==> config.mk <==
export PLATFORM = sky130hd
export DESIGN_NAME = piradip_axis_sample_buffer_player_flat
export DESIGN_NICKNAME = d
export VERILOG_FILES = /design/src/rtl/piradip_axis_sample_buffer_player_if.sv /design/src/rtl/piradip_axis_sample_buffer_player.sv /design/src/flat_wrapper.sv
export SDC_FILE = /design/constraint.sdc
export NUM_CORES = 1
export LEC_CHECK = 0
export ABC_CLOCK_PERIOD_IN_PS = 4200
export CORE_ASPECT_RATIO = 1.5
export CORE_MARGIN = 3
export CORE_UTILIZATION = 35
export CTS_BUF_LIST = sky130_fd_sc_hd__clkbuf_2
export DETAILED_ROUTE_END_ITERATION = 10
export GPL_TIMING_DRIVEN = 0
export HOLD_SLACK_MARGIN = 0.15
export PLACE_DENSITY_LB_ADDON = 0.2
export SLEW_MARGIN = 10
export SYNTH_ARGS = -nofsm -noshare
export SYNTH_HDL_FRONTEND = slang
export SYNTH_SLANG_ARGS = --single-unit
==> constraint.sdc <==
create_clock -name stream_clk -period 4.2 [get_ports stream_clk]
set_clock_uncertainty 0.2 [all_clocks]
set_input_delay 0.42 -clock stream_clk [delete_from_list [all_inputs] [get_ports stream_clk]]
set_output_delay 0.42 -clock stream_clk [all_outputs]
set_load 0.02 [all_outputs]
==> src/rtl/piradip_axis_sample_buffer_player_if.sv <==
// AXI-Stream master/slave bundle carrying buffer words out of the sample player.
// Latency: none, wires only. Backpressure: tready from the slave stalls the master's tvalid/tdata/tlast.
// Signals: tdata (DATA_WIDTH), tvalid, tlast driven by the master; tready driven by the slave.
interface piradip_axis_sample_buffer_player_if #(
  parameter int DATA_WIDTH = 128
);
  logic [DATA_WIDTH-1:0] tdata;
  logic                  tvalid;
  logic                  tlast;
  logic                  tready;

  modport master (output tdata, output tvalid, output tlast, input tready);
  modport slave  (input tdata, input tvalid, input tlast, output tready);
endinterface

==> src/rtl/piradip_axis_sample_buffer_player.sv <==
// Plays a start..end (inclusive, wrapping) window of a sample buffer out on AXI-Stream, once or looping.
// Latency: 3 cycles from stream_update to first m.tvalid (latch, read, buffer); 1 word/cycle sustained.
// Backpressure: reads stall once buffered + in-flight words would exceed the 2-entry skid buffer.
// Ports: stream_clk/stream_rstn clock and async active-low reset; stream_* control word and stream_stopped
// status; mem_en/mem_addr/mem_rdata synchronous buffer read port (1-cycle latency); m AXI-Stream master.
module piradip_axis_sample_buffer_player #(
  parameter int STREAM_OFFSET_WIDTH = 5,
  parameter int DATA_WIDTH          = 128
) (
  input  logic                           stream_clk,
  input  logic                           stream_rstn,
  input  logic                           stream_update,
  input  logic                           stream_active,
  input  logic                           stream_one_shot,
  input  logic [STREAM_OFFSET_WIDTH-1:0] stream_start_offset,
  input  logic [STREAM_OFFSET_WIDTH-1:0] stream_end_offset,
  output logic                           stream_stopped,
  output logic                           mem_en,
  output logic [STREAM_OFFSET_WIDTH-1:0] mem_addr,
  input  logic [DATA_WIDTH-1:0]          mem_rdata,
  piradip_axis_sample_buffer_player_if.master m
);

  typedef enum logic [1:0] {IDLE, RUN, DRAIN} state_t;

  state_t state, state_nxt;

  logic [STREAM_OFFSET_WIDTH-1:0] ptr, start_q, end_q, pend_start, pend_end;
  logic                           one_shot_q, pend_one_shot, pend_vld;
  logic                           rd_vld, rd_last;
  logic [1:0]                     buf_cnt, occ;
  logic [DATA_WIDTH-1:0]          buf_dat [2];
  logic [1:0]                     buf_last;
  logic                           tvalid, push, pop, shift, load0, load1;
  logic                           start_req, stop_req, at_end;

  assign start_req = stream_update & stream_active;
  assign stop_req  = stream_update & ~stream_active;
  assign at_end    = (ptr == end_q);

  assign tvalid = (buf_cnt != 2'd0);
  assign push   = rd_vld;
  assign pop    = tvalid & m.tready;

  // A word leaving the buffer this cycle frees its slot for a read issued
  // this cycle; without that credit the stream could not sustain 1 word/cycle.
  assign occ = buf_cnt + {1'b0, rd_vld} - {1'b0, pop};

  always_comb begin
    state_nxt = state;
    mem_en    = 1'b0;
    case (state)
      IDLE: begin
        if (start_req || pend_vld) state_nxt = RUN;
      end
      RUN: begin
        if (stop_req) begin
          state_nxt = DRAIN;
        end else if (occ < 2'd2) begin
          mem_en = 1'b1;
          if (at_end && one_shot_q) state_nxt = DRAIN;
        end
      end
      DRAIN: begin
        if (buf_cnt == 2'd0 && !rd_vld) state_nxt = IDLE;
      end
      default: state_nxt = IDLE;
    endcase
  end

  always_ff @(posedge stream_clk or negedge stream_rstn) begin
    if (!stream_rstn) begin
      state          <= IDLE;
      stream_stopped <= 1'b1;
    end else begin
      state          <= state_nxt;
      stream_stopped <= (state_nxt == IDLE);
    end
  end

  // Pass configuration, read pointer and the pending (next-pass) config.
  always_ff @(posedge stream_clk or negedge stream_rstn) begin
    if (!stream_rstn) begin
      ptr           <= '0;
      start_q       <= '0;
      end_q         <= '0;
      one_shot_q    <= 1'b0;
      pend_start    <= '0;
      pend_end      <= '0;
      pend_one_shot <= 1'b0;
      pend_vld      <= 1'b0;
    end else begin
      case (state)
        IDLE: begin
          if (start_req) begin
            start_q    <= stream_start_offset;
            end_q      <= stream_end_offset;
            one_shot_q <= stream_one_shot;
            ptr        <= stream_start_offset;
            pend_vld   <= 1'b0;
          end else if (pend_vld) begin
            start_q    <= pend_start;
            end_q      <= pend_end;
            one_shot_q <= pend_one_shot;
            ptr        <= pend_start;
            pend_vld   <= 1'b0;
          end
        end
        RUN, DRAIN: begin
          if (mem_en) begin
            if (at_end && !one_shot_q) begin
              // Pass boundary: only a config stored before this cycle takes effect.
              if (pend_vld) begin
                start_q    <= pend_start;
                end_q      <= pend_end;
                one_shot_q <= pend_one_shot;
                ptr        <= pend_start;
                pend_vld   <= 1'b0;
              end else begin
                ptr <= start_q;
              end
            end else begin
              ptr <= ptr + 1'b1;
            end
          end
          if (start_req) begin
            pend_start    <= stream_start_offset;
            pend_end      <= stream_end_offset;
            pend_one_shot <= stream_one_shot;
            pend_vld      <= 1'b1;
          end else if (stop_req) begin
            pend_vld <= 1'b0;
          end
        end
        default: ;
      endcase
    end
  end

  always_ff @(posedge stream_clk or negedge stream_rstn) begin
    if (!stream_rstn) begin
      rd_vld  <= 1'b0;
      rd_last <= 1'b0;
    end else begin
      rd_vld  <= mem_en;
      rd_last <= mem_en & at_end;
    end
  end

  // 2-entry skid buffer, head always in slot 0.
  assign shift = pop & (buf_cnt == 2'd2);
  assign load0 = push & ((buf_cnt == 2'd0) | (pop & (buf_cnt == 2'd1)));
  assign load1 = push & (((buf_cnt == 2'd1) & ~pop) | ((buf_cnt == 2'd2) & pop));

  always_ff @(posedge stream_clk or negedge stream_rstn) begin
    if (!stream_rstn) begin
      buf_cnt  <= 2'd0;
      buf_last <= 2'b00;
    end else begin
      buf_cnt <= buf_cnt + {1'b0, push} - {1'b0, pop};
      if (shift) buf_last[0] <= buf_last[1];
      if (load0) buf_last[0] <= rd_last;
      if (load1) buf_last[1] <= rd_last;
    end
  end

  // Payload carries no reset; it is only observed behind tvalid.
  always_ff @(posedge stream_clk) begin
    if (shift) buf_dat[0] <= buf_dat[1];
    if (load0) buf_dat[0] <= mem_rdata;
    if (load1) buf_dat[1] <= mem_rdata;
  end

  assign mem_addr = ptr;
  assign m.tvalid = tvalid;
  assign m.tdata  = buf_dat[0];
  assign m.tlast  = buf_last[0] & tvalid;

endmodule

==> src/flat_wrapper.sv <==
// flat-port wrapper written by rule: the top's interface ports become plain ports
module piradip_axis_sample_buffer_player_flat 
#(
  parameter int STREAM_OFFSET_WIDTH = 5,
  parameter int DATA_WIDTH          = 128
)
  (stream_clk, stream_rstn, stream_update, stream_active, stream_one_shot, stream_start_offset, stream_end_offset, stream_stopped, mem_en, mem_addr, mem_rdata, m_tdata, m_tvalid, m_tlast, m_tready);
  piradip_axis_sample_buffer_player_if #(.DATA_WIDTH(DATA_WIDTH)) m_i ();
  input  logic stream_clk;
  input  logic stream_rstn;
  input  logic stream_update;
  input  logic stream_active;
  input  logic stream_one_shot;
  input  logic [STREAM_OFFSET_WIDTH-1:0] stream_start_offset;
  input  logic [STREAM_OFFSET_WIDTH-1:0] stream_end_offset;
  output logic stream_stopped;
  output logic mem_en;
  output logic [STREAM_OFFSET_WIDTH-1:0] mem_addr;
  input  logic [DATA_WIDTH-1:0] mem_rdata;
  output wire logic [$bits(m_i.tdata)-1:0] m_tdata;
  output wire logic [$bits(m_i.tvalid)-1:0] m_tvalid;
  output wire logic [$bits(m_i.tlast)-1:0] m_tlast;
  input wire logic [$bits(m_i.tready)-1:0] m_tready;
  assign m_tdata = m_i.tdata;
  assign m_tvalid = m_i.tvalid;
  assign m_tlast = m_i.tlast;
  assign m_i.tready = m_tready;
  piradip_axis_sample_buffer_player #(.STREAM_OFFSET_WIDTH(STREAM_OFFSET_WIDTH), .DATA_WIDTH(DATA_WIDTH)) u_core (.stream_clk(stream_clk), .stream_rstn(stream_rstn), .stream_update(stream_update), .stream_active(stream_active), .stream_one_shot(stream_one_shot), .stream_start_offset(stream_start_offset), .stream_end_offset(stream_end_offset), .stream_stopped(stream_stopped), .mem_en(mem_en), .mem_addr(mem_addr), .mem_rdata(mem_rdata), .m(m_i));
endmodule
==> flow_summary_export.csv, run 1 <==
group,metric,value,unit
status,status,"finished, final reports clean",
synth,yosys.area.top_type,"edfxtp_1",
clocking,htreeDepth,3,
die,dieWidth,159.5,µm
timing,min_period,3.764,ns
timing,maxSlewViolCount,0,
drt,ant_nets,0,
timing,worst_pin_slew,1.068,ns
synth,syn_inst,740,
finish,multi_input_area,2630,µm²
pwr,pwr-share-comb,37.2,%
hold_path,hold_class,"register to register",
placement,post-dp-hpwl,19760,µm
global_routing,grt_pass1_vias,8409,
setup_path,slowest_stage,"dfrtp_1",
placement,gp_congestion,0.8336,
timing,final-hold-violation-count,0,
finish,nFillCells,3020,
setup_path,worstPathRequired,3.58,ns
setup_path,endpoint_kind,"primary output",
synth,synth_xor_area_share,0.7586,%
pwr,switchingPower,3.240,mW
clocking,post-cts-setup-buffer-count,0,
pwr,switching_share,32.71,%
synth,syn-cell-area,12370,µm²
setup_path,start_kind,"register",
die,die_y,236.2,µm
die,core,34580,µm²
die,die_area,37680,µm²
timing,fmax,265.7,MHz
synth,yosys_warnings,0,
clocking,cts_made_buffers,75,
setup_path,slowest_delay,0.44,ns
setup_path,critical_path.most_common_cell,"inv_1",
synth,syn_area_per_cell,16.72,µm²
placement,pre_cts_ws,0.3788,ns
pwr,pwr_density_cell,549.7,nW/µm²
global_routing,grt_max_degree,50,
pwr,clock_power_share,20.0,%
timing,period_share,89.61,%
synth,netlist_top_cells_count,"256 x edfxtp_1, 142 x mux2_2, 128 x buf_4, 36 x dfrtp_1, 16 x buf_2",
placement,portBuffers,280,
drt,first_pass_iters,4,
synth,synthFlopType,"edfxtp_1",
die,start_util,35.77,%
finish,post_route_cells_drive_above_1_share,32.38,%
clocking,cts.sinks,293,
synth,synth_most_common_cell,"edfxtp_1",
timing,worst_slack,0.4365,ns
setup_path,critPathKind,"register to primary output",
synth,synth_cell_types,47,
synth,synthMuxAreaShare,13.90,%
pwr,peakVddDrop,275.2,µV
timing,setup_viol,0,
synth,synth_top_family_by_area,"multiplexers",
clocking,clkTransAtPathRegs,0.09,ns
setup_path,cp_cell_sequence,"inv_1, nand2_1, and2_1, ha_1, inv_1, ha_1, xnor3_2, nand3_4, inv_1, dlygate4sd2_1",
synth,synth_nets,891,
global_routing,grt_usage,15.84,%
synth,yosys.area_share.simple,2.286,%
clocking,cts_tree,"yes",
drt,viasPerCell,4.454,
synth,ys_seq_elements,293,
global_routing,overflow,0,
timing,rsz0062_at_grt,"no",
synth,synth_fa_ha_area_share,0.7081,%
pwr,p_int,6.665,mW
finish,finish.net_count,1398,
synth,yosysTopAreaCellShare,62.15,%
die,fp-row-count,83,
synth,synthArstFlopShare,12.63,%
clocking,clockBufferDepth,3,
setup_path,crit_arrival,3.14,ns
global_routing,antenna_found_initial,1,
die,top_level_ports,281,
drt,vias,7866,
clocking,root_buffer,"clkbuf_2",
finish,syn2layout_area_growth,45.67,%
synth,yosysSeqAreaShare,69.64,%
pwr,total_power,9.906,mW
pwr,p_seq_share,42.8,%
drt,wire_per_inst,16.75,µm
drt,wirelength,29570,µm
timing,relSlewSlack,28.15,%
drt,drc,0,
pwr,leakage,6.756,nW
flow_run,maxCapViolations,0,
synth,synth_compound_area_share,3.530,%
finish,regArea,8615,µm²
drt,drt_iter0_drc,358,
synth,synthTopCellsByArea,"edfxtp_1 62%, mux2_2 13%, buf_4 7.8%",
setup_path,path_max_fanout,6,
clocking,clkLatencyLatePin,0.89,ns
synth,synth_edf_count,256,
global_routing,grt_pass1_wl,47180,µm
state kept, by name (all words and copies together) (netlist names), 2 cells and up:
signal,count
u_core.start_q,5
u_core.buf_cnt,2
u_core.pend_start,5
u_core.state,2
u_core.buf_last,2
u_core.end_q,5
u_core.pend_end,5
u_core.buf_dat,256
u_core.mem_addr,5
area by class of cell:
type,instances,share of cell area [%]
Clock inverter,23,0.8819
Antenna cell,2,0.02778
Multi-Input combinational cell,278,14.60
Buffer,154,5.986
Timing Repair Buffer,430,24.26
Tap cell,467,3.243
Clock buffer,104,2.889
Inverter,15,0.3125
Sequential cell,293,47.81
cell usage in the layout, fill, tap and decap left out, types with 8 or more instances in the layout:
cell type | synthesis | final
nor2_1 | 8 | 8
clkbuf_2 | 0 | 104
buf_2 | 16 | 17
nand2_1 | 9 | 9
dfrtp_1 | 36 | 36
mux2i_1 | 12 | 12
clkdlybuf4s50_1 | 0 | 278
clkinv_1 | 0 | 11
o21ai_0 | 14 | 14
dlygate4sd3_1 | 0 | 145
mux2_2 | 142 | 142
buf_4 | 128 | 128
edfxtp_1 | 256 | 256
inv_1 | 15 | 15
metrics by stage:
stage	setup TNS (ns)	hold slack, ns	cells	cell area [µm²]	utilization, %
finish	0	0.2998	1766	18020	52.10
global route	0	0.2887	1765	18020	52.10
CTS	0	0.1503	1764	18010	52.09
detailed placement	0	0.07338	1492	15880	45.93
global placement	-243.62	0.2701	1487	15760	45.57
floorplan	0	-0.07559	740	12370	-
cells by family after synthesis:
family,Yosys count
flip-flops,293
buffers and inverters,169
multiplexers,154
AO/OA/AOI/OAI,57
AND/OR/NAND/NOR,51
XOR/XNOR,9
adder cells (fa/ha/maj),7
per-layer routing:
metal | wire length (µm) | up-vias | global-route usage (%)
met1 | 11570 | 3841 | 18.47
met5 | 0 | - | 0
met4 | 689 | 0 | 6.637
li1 | - | 3715 | -
met2 | 15500 | 263 | 27.36
met3 | 1817 | 47 | 4.427
final timing paths:
kind / start / endpoint / slack [ns] / depth (start not counted)
max: u_core.buf_cnt[1]$_DFF_PN0_ / mem_en / 0.44 / 10
min: u_core.rd_last$_DFF_PN0_ / u_core.buf_last[0]$_DFFE_PN0P_ / 0.30 / 2
max reg2reg: u_core.buf_cnt[0]$_DFF_PN0_ / u_core.buf_dat[0][18]$_DFFE_PP_ / 1.00 / 7
min reg2reg: u_core.rd_last$_DFF_PN0_ / u_core.buf_last[0]$_DFFE_PN0P_ / 0.30 / 2
max in group asynchronous: stream_rstn / u_core.stream_stopped$_DFF_PN1_ / 2.38 / 5
min in group asynchronous: stream_rstn / u_core.end_q[1]$_DFFE_PN0P_ / 0.83 / 4
power groups by stage:
stage | combinational (mW) | sequential, mW | clock, mW
after floorplan | 2.19 | 4.30 | 0
after global placement | 3.50 | 4.36 | 0
after detailed placement | 3.60 | 4.31 | 0
after CTS | 3.74 | 4.25 | 2.11
after global routing | 3.96 | 4.31 | 2.26
final | 3.68 | 4.24 | 1.98
worst max-delay path, delay by kind of cell, from the launching register on:
kind / cells / cell delay, ns
xor gates and xnor gates: 1 / 0.28
and+or+nand+nor: 3 / 0.42
adders and majority gates: 2 / 0.46
DFF: 1 / 0.44
buffers and inverters: 4 / 0.67
repair_timing:
action,CTS,global route
endpoints found under the setup margin,1,0
resized for setup,1,0
hold endpoints to repair,321,0
hold buffers,145,0
(Power assumes the default switching activity.)
==> inputs of run 2 (changes only) <==
--- a/config.mk
+++ b/config.mk
@@ -8,8 +8,9 @@
 export ABC_CLOCK_PERIOD_IN_PS = 4200
 export CORE_ASPECT_RATIO = 1.5
 export CORE_MARGIN = 3
-export CORE_UTILIZATION = 35
+export CORE_UTILIZATION = 24
 export CTS_BUF_LIST = sky130_fd_sc_hd__clkbuf_2
+export CTS_CLUSTER_SIZE = 24
 export DETAILED_ROUTE_END_ITERATION = 10
 export GPL_TIMING_DRIVEN = 0
 export HOLD_SLACK_MARGIN = 0.15
==> run 2 against run 1 <==
  * Clock power barely moved
  * Count of clock-buffer cells in the layout rose by 6
  * Worst hold slack got worse by 0.0044 ns
  * Combinational power rose by 2%
  * Utilization fell by 16 points
  * Final cell count rose by 12%
  * Global-route usage fell by 3.9 points
  * Non-clock buffer count rose by 2
  * Setup slack got worse by 0.049 ns
  * Largest cell class unchanged
==> flow_summary_export.csv, run 2 (same netlist as run 1, synthesis figures left out) <==
group,metric,value,unit
setup_path,start_kind,"register",
clocking,post-cts-setup-buffer-count,0,
setup_path,r2r_start,"u_core.buf_cnt[0]$_DFF_PN0_",
timing,min_period,3.812,ns
die,fp-row-count,101,
clocking,clockBufferDepth,3,
timing,worst_pin_slew,0.9929,ns
die,core,50800,µm²
global_routing,grt_usage,11.93,%
pwr,total_power,10.01,mW
finish,post_route_cells_drive_above_1_share,32.49,%
setup_path,cp_cell_sequence,"inv_1, nand2_1, and2_1, ha_1, inv_1, ha_1, xnor3_2, nand3_4, inv_1, dlygate4sd2_1",
drt,drc,0,
clocking,cts_tree,"yes",
die,dieWidth,191.4,µm
placement,gp_congestion,0.7640,
die,die_y,284.0,µm
timing,period_share,90.77,%
timing,rsz0062_at_grt,"no",
drt,vias,7988,
drt,first_pass_iters,4,
pwr,leakage,6.779,nW
finish,largest_reg_flops,256,
setup_path,setup.worst_path.start,"u_core.buf_cnt[1]$_DFF_PN0_",
drt,drt_iter0_drc,212,
setup_path,endpoint_kind,"primary output",
setup_path,r2r-end,"u_core.buf_dat[0][79]$_DFFE_PP_",
setup_path,slowest_delay,0.46,ns
finish,finish.net_count,1402,
drt,viasPerCell,4.040,
global_routing,grt_pass1_vias,8794,
status,status,"finished, final reports clean",
global_routing,grt_pass1_wl,49880,µm
setup_path,critPathKind,"register to primary output",
hold_path,hold_class,"register to register",
placement,portBuffers,280,
finish,mostFrequentLayoutCell,"clkdlybuf4s50_1",
clocking,clkTransAtPathRegs,0.10,ns
finish,nFillCells,5029,
timing,relSlewSlack,33.20,%
setup_path,path_max_fanout,6,
finish,regMostFlops,"u_core.buf_dat",
die,start_util,24.35,%
drt,wire_per_inst,16.43,µm
drt,ant_nets,0,
clocking,htreeDepth,3,
global_routing,antenna_found_initial,3,
timing,fmax,262.3,MHz
setup_path,slowest_stage,"dfrtp_1",
clocking,cts_made_buffers,77,
setup_path,critical_path.most_common_cell,"inv_1",
die,die_area,54350,µm²
finish,syn2layout_area_growth,48.17,%
setup_path,crit_path_end,"mem_en",
timing,final-hold-violation-count,0,
finish,layout_common_cells,"278 x clkdlybuf4s50_1, 256 x edfxtp_1, 146 x dlygate4sd3_1, 142 x mux2_2, 128 x buf_4",
pwr,pwr_density_cell,546.0,nW/µm²
drt,wirelength,32480,µm
clocking,root_buffer,"clkbuf_2",
setup_path,rrSetupSlack,0.53,ns
global_routing,grt_max_degree,48,
clocking,cts.sinks,293,
setup_path,crit_arrival,3.19,ns
pwr,peakVddDrop,394.7,µV
setup_path,reg2regPathDepth,8,
global_routing,overflow,0,
finish,fin_util,36.08,%
die,top_level_ports,281,
clocking,clkLatencyLatePin,0.90,ns
timing,setup_viol,0,
setup_path,worstPathRequired,3.58,ns
placement,post-dp-hpwl,22330,µm
timing,maxSlewViolCount,0,
flow_run,maxCapViolations,0,
-- run 2: per-layer routing --
metal / up-vias / GRT usage, % / wire length [µm]
li1: 3727 / - / -
met1: 3929 / 12.93 / 12170
met2: 259 / 21.24 / 17090
met3: 71 / 3.609 / 2225
met4: 2 / 5.232 / 978
met5: - / 0 / 13
-- run 2: worst min-delay path by stage --
stage                                                start                               end  depth (start not counted)
after detailed placement                       stream_rstn    u_core.pend_end[2]$_DFFE_PN0P_                          1
after global placement    u_core.pend_one_shot$_DFFE_PN0P_  u_core.pend_one_shot$_DFFE_PN0P_                          1
after floorplan                                stream_rstn       u_core.buf_cnt[0]$_DFF_PN0_                          0
after CTS                                    stream_active          u_core.rd_last$_DFF_PN0_                          4
final                             u_core.rd_last$_DFF_PN0_    u_core.buf_last[0]$_DFFE_PN0P_                          2
after global routing                         mem_rdata[27]  u_core.buf_dat[0][155]$_DFFE_PP_                          2
-- run 2: where the power goes --
group	internal (mW)	switching (mW)	leakage, nW
Sequential	3.99	0.254	2.79
Combinational	1.89	1.87	3.48
Clock	0.771	1.23	0.514
-- run 2: what timing repair did --
| action | in CTS | in global routing |
|---|---|---|
| gates resized for setup | 1 | 0 |
| hold buffers | 146 | 0 |
| endpoints found under the hold margin | 322 | 0 |
| endpoints found under the setup margin | 1 | 0 |
-- run 2: per-stage QoR --
step           setup TNS (ns)  hold slack [ns]  worst slack, ns  area (µm²)  instances
2_1_floorplan               0         -0.07559           0.8241       12370        740
3_3_place_gp          -320.12           0.2797           -1.857       16010       1689
3_5_place_dp           -4.402           0.1002          -0.1029       16170       1695
4_1_cts                     0           0.1739           0.1589       18320       1974
5_1_grt                     0           0.2619          0.08893       18330       1976
6_report                    0           0.2953           0.3877       18330       1977
-- run 2: critical path: cells and delay by family, from the launching register on --
kind,cells,cell delay (ns)
buffers and inverters,4,0.73
adder cells (fa/ha/maj),2,0.46
flip-flops,1,0.46
AND/OR/NAND/NOR,3,0.39
XOR/XNOR,1,0.29
-- run 2: cell type report --
cell class	instances	area [µm²]	share of cell area, %
Sequential cell	293	8615	47.00
Timing Repair Buffer	432	4415	24.09
Multi-Input combinational cell	278	2630	14.35
Buffer	154	1079	5.885
Tap cell	669	837.1	4.567
Clock buffer	110	550.5	3.004
Clock inverter	23	137.6	0.7510
Inverter	15	56.30	0.3072
Antenna cell	3	7.507	0.04096
